--- config.mk ---
export PLATFORM = sky130hd
export DESIGN_NAME = btn_press_decoder_flat
export DESIGN_NICKNAME = d
export VERILOG_FILES = /design/src/rtl/btn_press_decoder_pkg.sv /design/src/rtl/btn_press_decoder_if.sv /design/src/rtl/btn_press_decoder.sv /design/src/flat_wrapper.sv
export SDC_FILE = /design/constraint.sdc
export NUM_CORES = 1
export LEC_CHECK = 0
export ABC_AREA = 1
export CAP_MARGIN = 20
export CORE_MARGIN = 1
export CORE_UTILIZATION = 55
export CTS_CLUSTER_SIZE = 10
export DETAILED_ROUTE_END_ITERATION = 6
export GPL_TIMING_DRIVEN = 0
export PLACE_DENSITY = 0.76
export SETUP_SLACK_MARGIN = 0.3
export SYNTH_ARGS = -nofsm -noshare
export SYNTH_HDL_FRONTEND = slang
export SYNTH_SLANG_ARGS = --single-unit
--- constraint.sdc ---
create_clock -name clk -period 1.4 [get_ports clk]
set_input_delay 0.35 -clock clk [delete_from_list [all_inputs] [get_ports clk]]
set_output_delay 0.35 -clock clk [all_outputs]
set_load 0.01 [all_outputs]
--- src/rtl/btn_press_decoder_pkg.sv ---
//==============================================================================
// Module : btn_pkg
// Brief  : Shared state encoding and default timing constants for the
//          front-panel button press decoder and its debouncer site.
// Rev    : 1.0
//==============================================================================
`default_nettype none

package btn_pkg;

    localparam int WINDOW_CYCLES_DEF = 25_000_000;
    localparam int MAX_PRESSES_DEF   = 3;

    typedef enum logic [0:0] {
        IDLE    = 1'b0,
        COLLECT = 1'b1
    } state_t;

endpackage

`default_nettype wire

--- src/rtl/btn_press_decoder_if.sv ---
//==============================================================================
// Module : btn_press_decoder_if
// Brief  : Press strobe in, burst event out, plus burst-open indicator.
// Rev    : 1.0
//==============================================================================
`default_nettype none

interface btn_press_decoder_if
    import btn_pkg::*;
#(
    parameter int MAX_PRESSES = MAX_PRESSES_DEF
) ();

    localparam int CW = $clog2(MAX_PRESSES + 1);

    logic          pressPulse;
    logic          evtValid;
    logic [CW-1:0] evtCount;
    logic          busy;

    modport master (
        output pressPulse,
        input  evtValid,
        input  evtCount,
        input  busy
    );

    modport slave (
        input  pressPulse,
        output evtValid,
        output evtCount,
        output busy
    );

endinterface

`default_nettype wire

--- src/rtl/btn_press_decoder.sv ---
//==============================================================================
// Module : btn_press_decoder
// Brief  : Groups debounced press strobes into single/double/.../N-press
//          events, closing a burst on gap timeout or on reaching MAX_PRESSES.
// Rev    : 1.0
//==============================================================================
`default_nettype none

module btn_press_decoder
    import btn_pkg::*;
#(
    parameter int WINDOW_CYCLES = WINDOW_CYCLES_DEF,
    parameter int MAX_PRESSES   = MAX_PRESSES_DEF
) (
    input  logic                 clk,
    input  logic                 rstN,
    btn_press_decoder_if.slave   bus
);

    localparam int CW = $clog2(MAX_PRESSES + 1);
    localparam int TW = $clog2(WINDOW_CYCLES);

    localparam logic [TW-1:0] c_TMR_LAST = TW'(WINDOW_CYCLES - 1);
    localparam logic [TW-1:0] c_TMR_ONE  = TW'(1);
    localparam logic [CW-1:0] c_CNT_MAX  = CW'(MAX_PRESSES);
    localparam logic [CW-1:0] c_CNT_ONE  = CW'(1);

    state_t          state_q;
    logic [CW-1:0]   cnt_q;
    logic [TW-1:0]   tmr_q;
    logic            evt_valid_q;
    logic [CW-1:0]   evt_count_q;

    always_ff @(posedge clk or negedge rstN) begin
        if (!rstN) begin
            state_q     <= IDLE;
            cnt_q       <= '0;
            tmr_q       <= '0;
            evt_valid_q <= 1'b0;
            evt_count_q <= '0;
        end else begin
            // Event outputs are one-cycle strobes unless reloaded below.
            evt_valid_q <= 1'b0;
            evt_count_q <= '0;

            case (state_q)
                IDLE: begin
                    if (bus.pressPulse) begin
                        if (MAX_PRESSES == 1) begin
                            evt_valid_q <= 1'b1;
                            evt_count_q <= c_CNT_ONE;
                        end else begin
                            state_q <= COLLECT;
                            cnt_q   <= c_CNT_ONE;
                            tmr_q   <= '0;
                        end
                    end
                end

                COLLECT: begin
                    // A press in the timeout cycle takes priority over closing.
                    if (bus.pressPulse) begin
                        if (cnt_q + c_CNT_ONE == c_CNT_MAX) begin
                            evt_valid_q <= 1'b1;
                            evt_count_q <= c_CNT_MAX;
                            state_q     <= IDLE;
                            cnt_q       <= '0;
                            tmr_q       <= '0;
                        end else begin
                            cnt_q <= cnt_q + c_CNT_ONE;
                            tmr_q <= '0;
                        end
                    end else if (tmr_q == c_TMR_LAST) begin
                        evt_valid_q <= 1'b1;
                        evt_count_q <= cnt_q;
                        state_q     <= IDLE;
                        cnt_q       <= '0;
                        tmr_q       <= '0;
                    end else begin
                        tmr_q <= tmr_q + c_TMR_ONE;
                    end
                end

                default: begin
                    state_q <= IDLE;
                    cnt_q   <= '0;
                    tmr_q   <= '0;
                end
            endcase
        end
    end

    assign bus.busy     = (state_q == COLLECT);
    assign bus.evtValid = evt_valid_q;
    assign bus.evtCount = evt_count_q;

endmodule

`default_nettype wire

--- src/flat_wrapper.sv ---
// flat-port wrapper written by rule: the top's interface ports become plain ports
module btn_press_decoder_flat import btn_pkg::*;
#(
    parameter int WINDOW_CYCLES = WINDOW_CYCLES_DEF,
    parameter int MAX_PRESSES   = MAX_PRESSES_DEF
)
  (clk, rstN, bus_pressPulse, bus_evtValid, bus_evtCount, bus_busy);
  btn_press_decoder_if #(.MAX_PRESSES(MAX_PRESSES)) bus_i ();
  input  logic clk;
  input  logic rstN;
  input wire logic [$bits(bus_i.pressPulse)-1:0] bus_pressPulse;
  output wire logic [$bits(bus_i.evtValid)-1:0] bus_evtValid;
  output wire logic [$bits(bus_i.evtCount)-1:0] bus_evtCount;
  output wire logic [$bits(bus_i.busy)-1:0] bus_busy;
  assign bus_i.pressPulse = bus_pressPulse;
  assign bus_evtValid = bus_i.evtValid;
  assign bus_evtCount = bus_i.evtCount;
  assign bus_busy = bus_i.busy;
  btn_press_decoder #(.WINDOW_CYCLES(WINDOW_CYCLES), .MAX_PRESSES(MAX_PRESSES)) u_core (.clk(clk), .rstN(rstN), .bus(bus_i));
endmodule
==> results.json <==
{
  "clk_pin_slew_ns": 0.09,
  "drt_wl_total_um": 4710,
  "reg2reg_to": "u_core.tmr_q[16]$_DFFE_PN0P_",
  "ys_seq_area_frac": 0.395,
  "cp_slowest_cell": "dfrtp_1",
  "final_cell_mix": "90 x nand2_1, 29 x nor2_1, 26 x inv_1",
  "boundaryPins": 7,
  "syn_area_um2": 1960,
  "finalSetupViolCount": 27,
  "power.leakage_nw": 1.01,
  "design.core.area_um2": 3390,
  "synth_area_leader_cell": "dfrtp_1",
  "synth_area_leaders": "dfrtp_1 40%, nand2_1 18%, nor2_1 7.1%",
  "port_buffers": 6,
  "syn_inst": 271,
  "die-area_um2": 3810,
  "cts_tree": "done",
  "drt-vias-per-instance": 5.35,
  "cp-start-kind": "flip-flop",
  "cp.buffers_inverters": 2,
  "critPathKind": "flip-flop to flip-flop",
  "r2r_slack_ns": -0.13,
  "ys_seq_elements": 31,
  "cp_top_family": "simple AND/OR/NAND/NOR gates",
  "ir_worst_vdd_uv": 650,
  "antenna_found_initial": 0,
  "synth_cell_types": 25,
  "worstPathArrival_ns": 1.75,
  "place_ws_ns": -0.568,
  "finalHoldViolCount": 0,
  "holdWs_ns": 0.0436,
  "crit_top_cell": "nor2_4",
  "crit_path_max_incr_delay_ns": 0.40,
  "syn2layout_area_growth_pct": 18.9,
  "drt_iter0_drc": 63,
  "cts_buffers": 5,
  "gr-total-overflow": 0,
  "path_cells": "inv_1, nand2_1, nor2_1, nand3_2, nor2_4, nor2_4, nand2_4, buf_12, o21ai_2",
  "rsz0062_at_grt": "true",
  "hp-class": "input port to async pin",
  "slew_violations": 0,
  "r2r_cells": 9,
  "crit_path_end_kind": "flip-flop",
  "top_usage_layer": "met2",
  "cp_max_fo": 10,
  "grtUsageMet3": 0.0621,
  "maxCapViolCount": 0,
  "cts-root-buf": "clkbuf_4",
  "crit_cells": 9,
  "finalSetupTns_ns": -2.31,
  "layout-drive-gt1-share": 0.286,
  "ant_nets": 0,
  "initial_core_util": 0.579,
  "hpwl_um": 3270,
  "worst_slack_ns": -0.131,
  "grt_max_degree": 32,
  "vias": 1819,
  "postSynthAreaPerCell_um2": 7.24,
  "globalRouteTotalUtil": 0.281,
  "fin_util": 0.688,
  "dieWidth_um": 61.7,
  "startpoint": "u_core.tmr_q[8]$_DFFE_PN0P_",
  "synth_nets": 275,
  "diodes": 0,
  "fin_crit_sh": 1.09,
  "fin_crit_ns": 1.53,
  "fin_worst_skew_ns": 0.00644,
  "place_congestion": 0.929,
  "p_per_area_nw_per_um2": 820,
  "fp.dieH_um": 61.7,
  "yosysTopAreaCellShare": 0.395,
  "grt_pass1_wl_um": 7560,
  "status": "finished with violations",
  "r2r-start": "u_core.tmr_q[8]$_DFFE_PN0P_",
  "ctsHtreeMaxLevel": 2,
  "yosys_warnings": 0,
  "failed_checks": "setup timing",
  "clock_latency_ns": 0.33,
  "grtUsageMet2": 0.427,
  "first_pass_iters": 4,
  "cp.required_ns": 1.62,
  "nets": 298,
  "routedWlPerCell_um": 13.8,
  "clockBufferDepth": 2,
  "grt_pass1_vias": 1719,
  "slew_headroom": 0.544,
  "fmax_mhz": 653,
  "rows": 21,
  "clock_sinks": 31,
  "crit_end": "u_core.tmr_q[16]$_DFFE_PN0P_",
  "met1_usage": 0.374,
  "worstMarginPinSlew_ns": 0.684,
  "drc": 0,
  "layout_commonest_cell": "nand2_1"
}
metal layers:
layer	wire length, µm	vias up
li1	-	904
met1	2080	845
met2	2280	59
met3	265	11
met4	78	0
met5	0	-
stage by stage:
step	std cells	total power [W]	instance area (µm²)
CTS	337	0.00191	2270
floorplan	271	0.00120	1990
detailed placement	323	0.00133	2110
finish	340	0.00191	2330
global route	340	0.00200	2330
global placement	323	0.00132	2110
registers in the layout (all words and copies together), names as in the netlist:
signal	flops
u_core.bus.evtCount	2
u_core.tmr_q	25
u_core.bus.busy	1
u_core.bus.evtValid	1
u_core.cnt_q	2
where the power goes:
part           internal, W  total, W  switching [W]  leakage, nW
registers         0.000950  0.000994      0.0000440        0.406
logic             0.000140  0.000385       0.000245        0.574
clock network     0.000232  0.000535       0.000303       0.0341
final cells by class:
| cell class | instances | area (µm²) |
|---|---|---|
| multi-input combinational | 206 | 1160 |
| sequential | 31 | 788 |
| inverter | 30 | 115 |
| tap | 46 | 57.6 |
| fill | 264 | 1060 |
| buffer | 4 | 33.8 |
| clock buffer | 6 | 51.3 |
| clock inverter | 1 | 5.00 |
| timing repair buffer | 16 | 124 |
what timing repair did:
item                                    CTS  global route
endpoints found under the setup margin   35            35
hold buffers                              0             0
resized for setup                        37            15
setup buffers                             7             3
pin swaps                                 5             9
worst min path at each step:
stage	start	endpoint	slack (ns)	cells after the start
2_1_floorplan	rstN	u_core.bus.busy$_DFF_PN0_	0.05	0
3_3_place_gp	u_core.cnt_q[1]$_DFFE_PN0P_	u_core.cnt_q[1]$_DFFE_PN0P_	0.50	2
3_5_place_dp	rstN	u_core.tmr_q[19]$_DFFE_PN0P_	0.44	1
4_1_cts	rstN	u_core.tmr_q[4]$_DFFE_PN0P_	0.07	1
5_1_grt	rstN	u_core.tmr_q[19]$_DFFE_PN0P_	0.10	1
6_report	rstN	u_core.tmr_q[5]$_DFFE_PN0P_	0.04	1
cells in the mapped netlist (all sizes together):
master and number:
a21oi 2, a31oi 1, buf 1, clkbuf 3, dfrtp 31, ha 1, inv 30, nand2 98
nand3 14, nand3b 1, nand4 11, nor2 45, nor3 1, o211ai 1, o21ai 16, o22ai 3
xnor2 5, xor2 7
cells by family (layout without fill, tap and decap cells):
group / after synthesis / after routing / share of synthesized area
AO/OA/AOI/OAI: 23 / 23 / 0.0854
adder cells (fa/ha/maj): 1 / 1 / 0.00637
flip-flops: 31 / 31 / 0.395
buffers and inverters: 34 / 57 / 0.0733
XOR/XNOR: 12 / 12 / 0.0535
AND/OR/NAND/NOR: 170 / 170 / 0.386
Note: power is estimated with default switching activity, not from simulation.
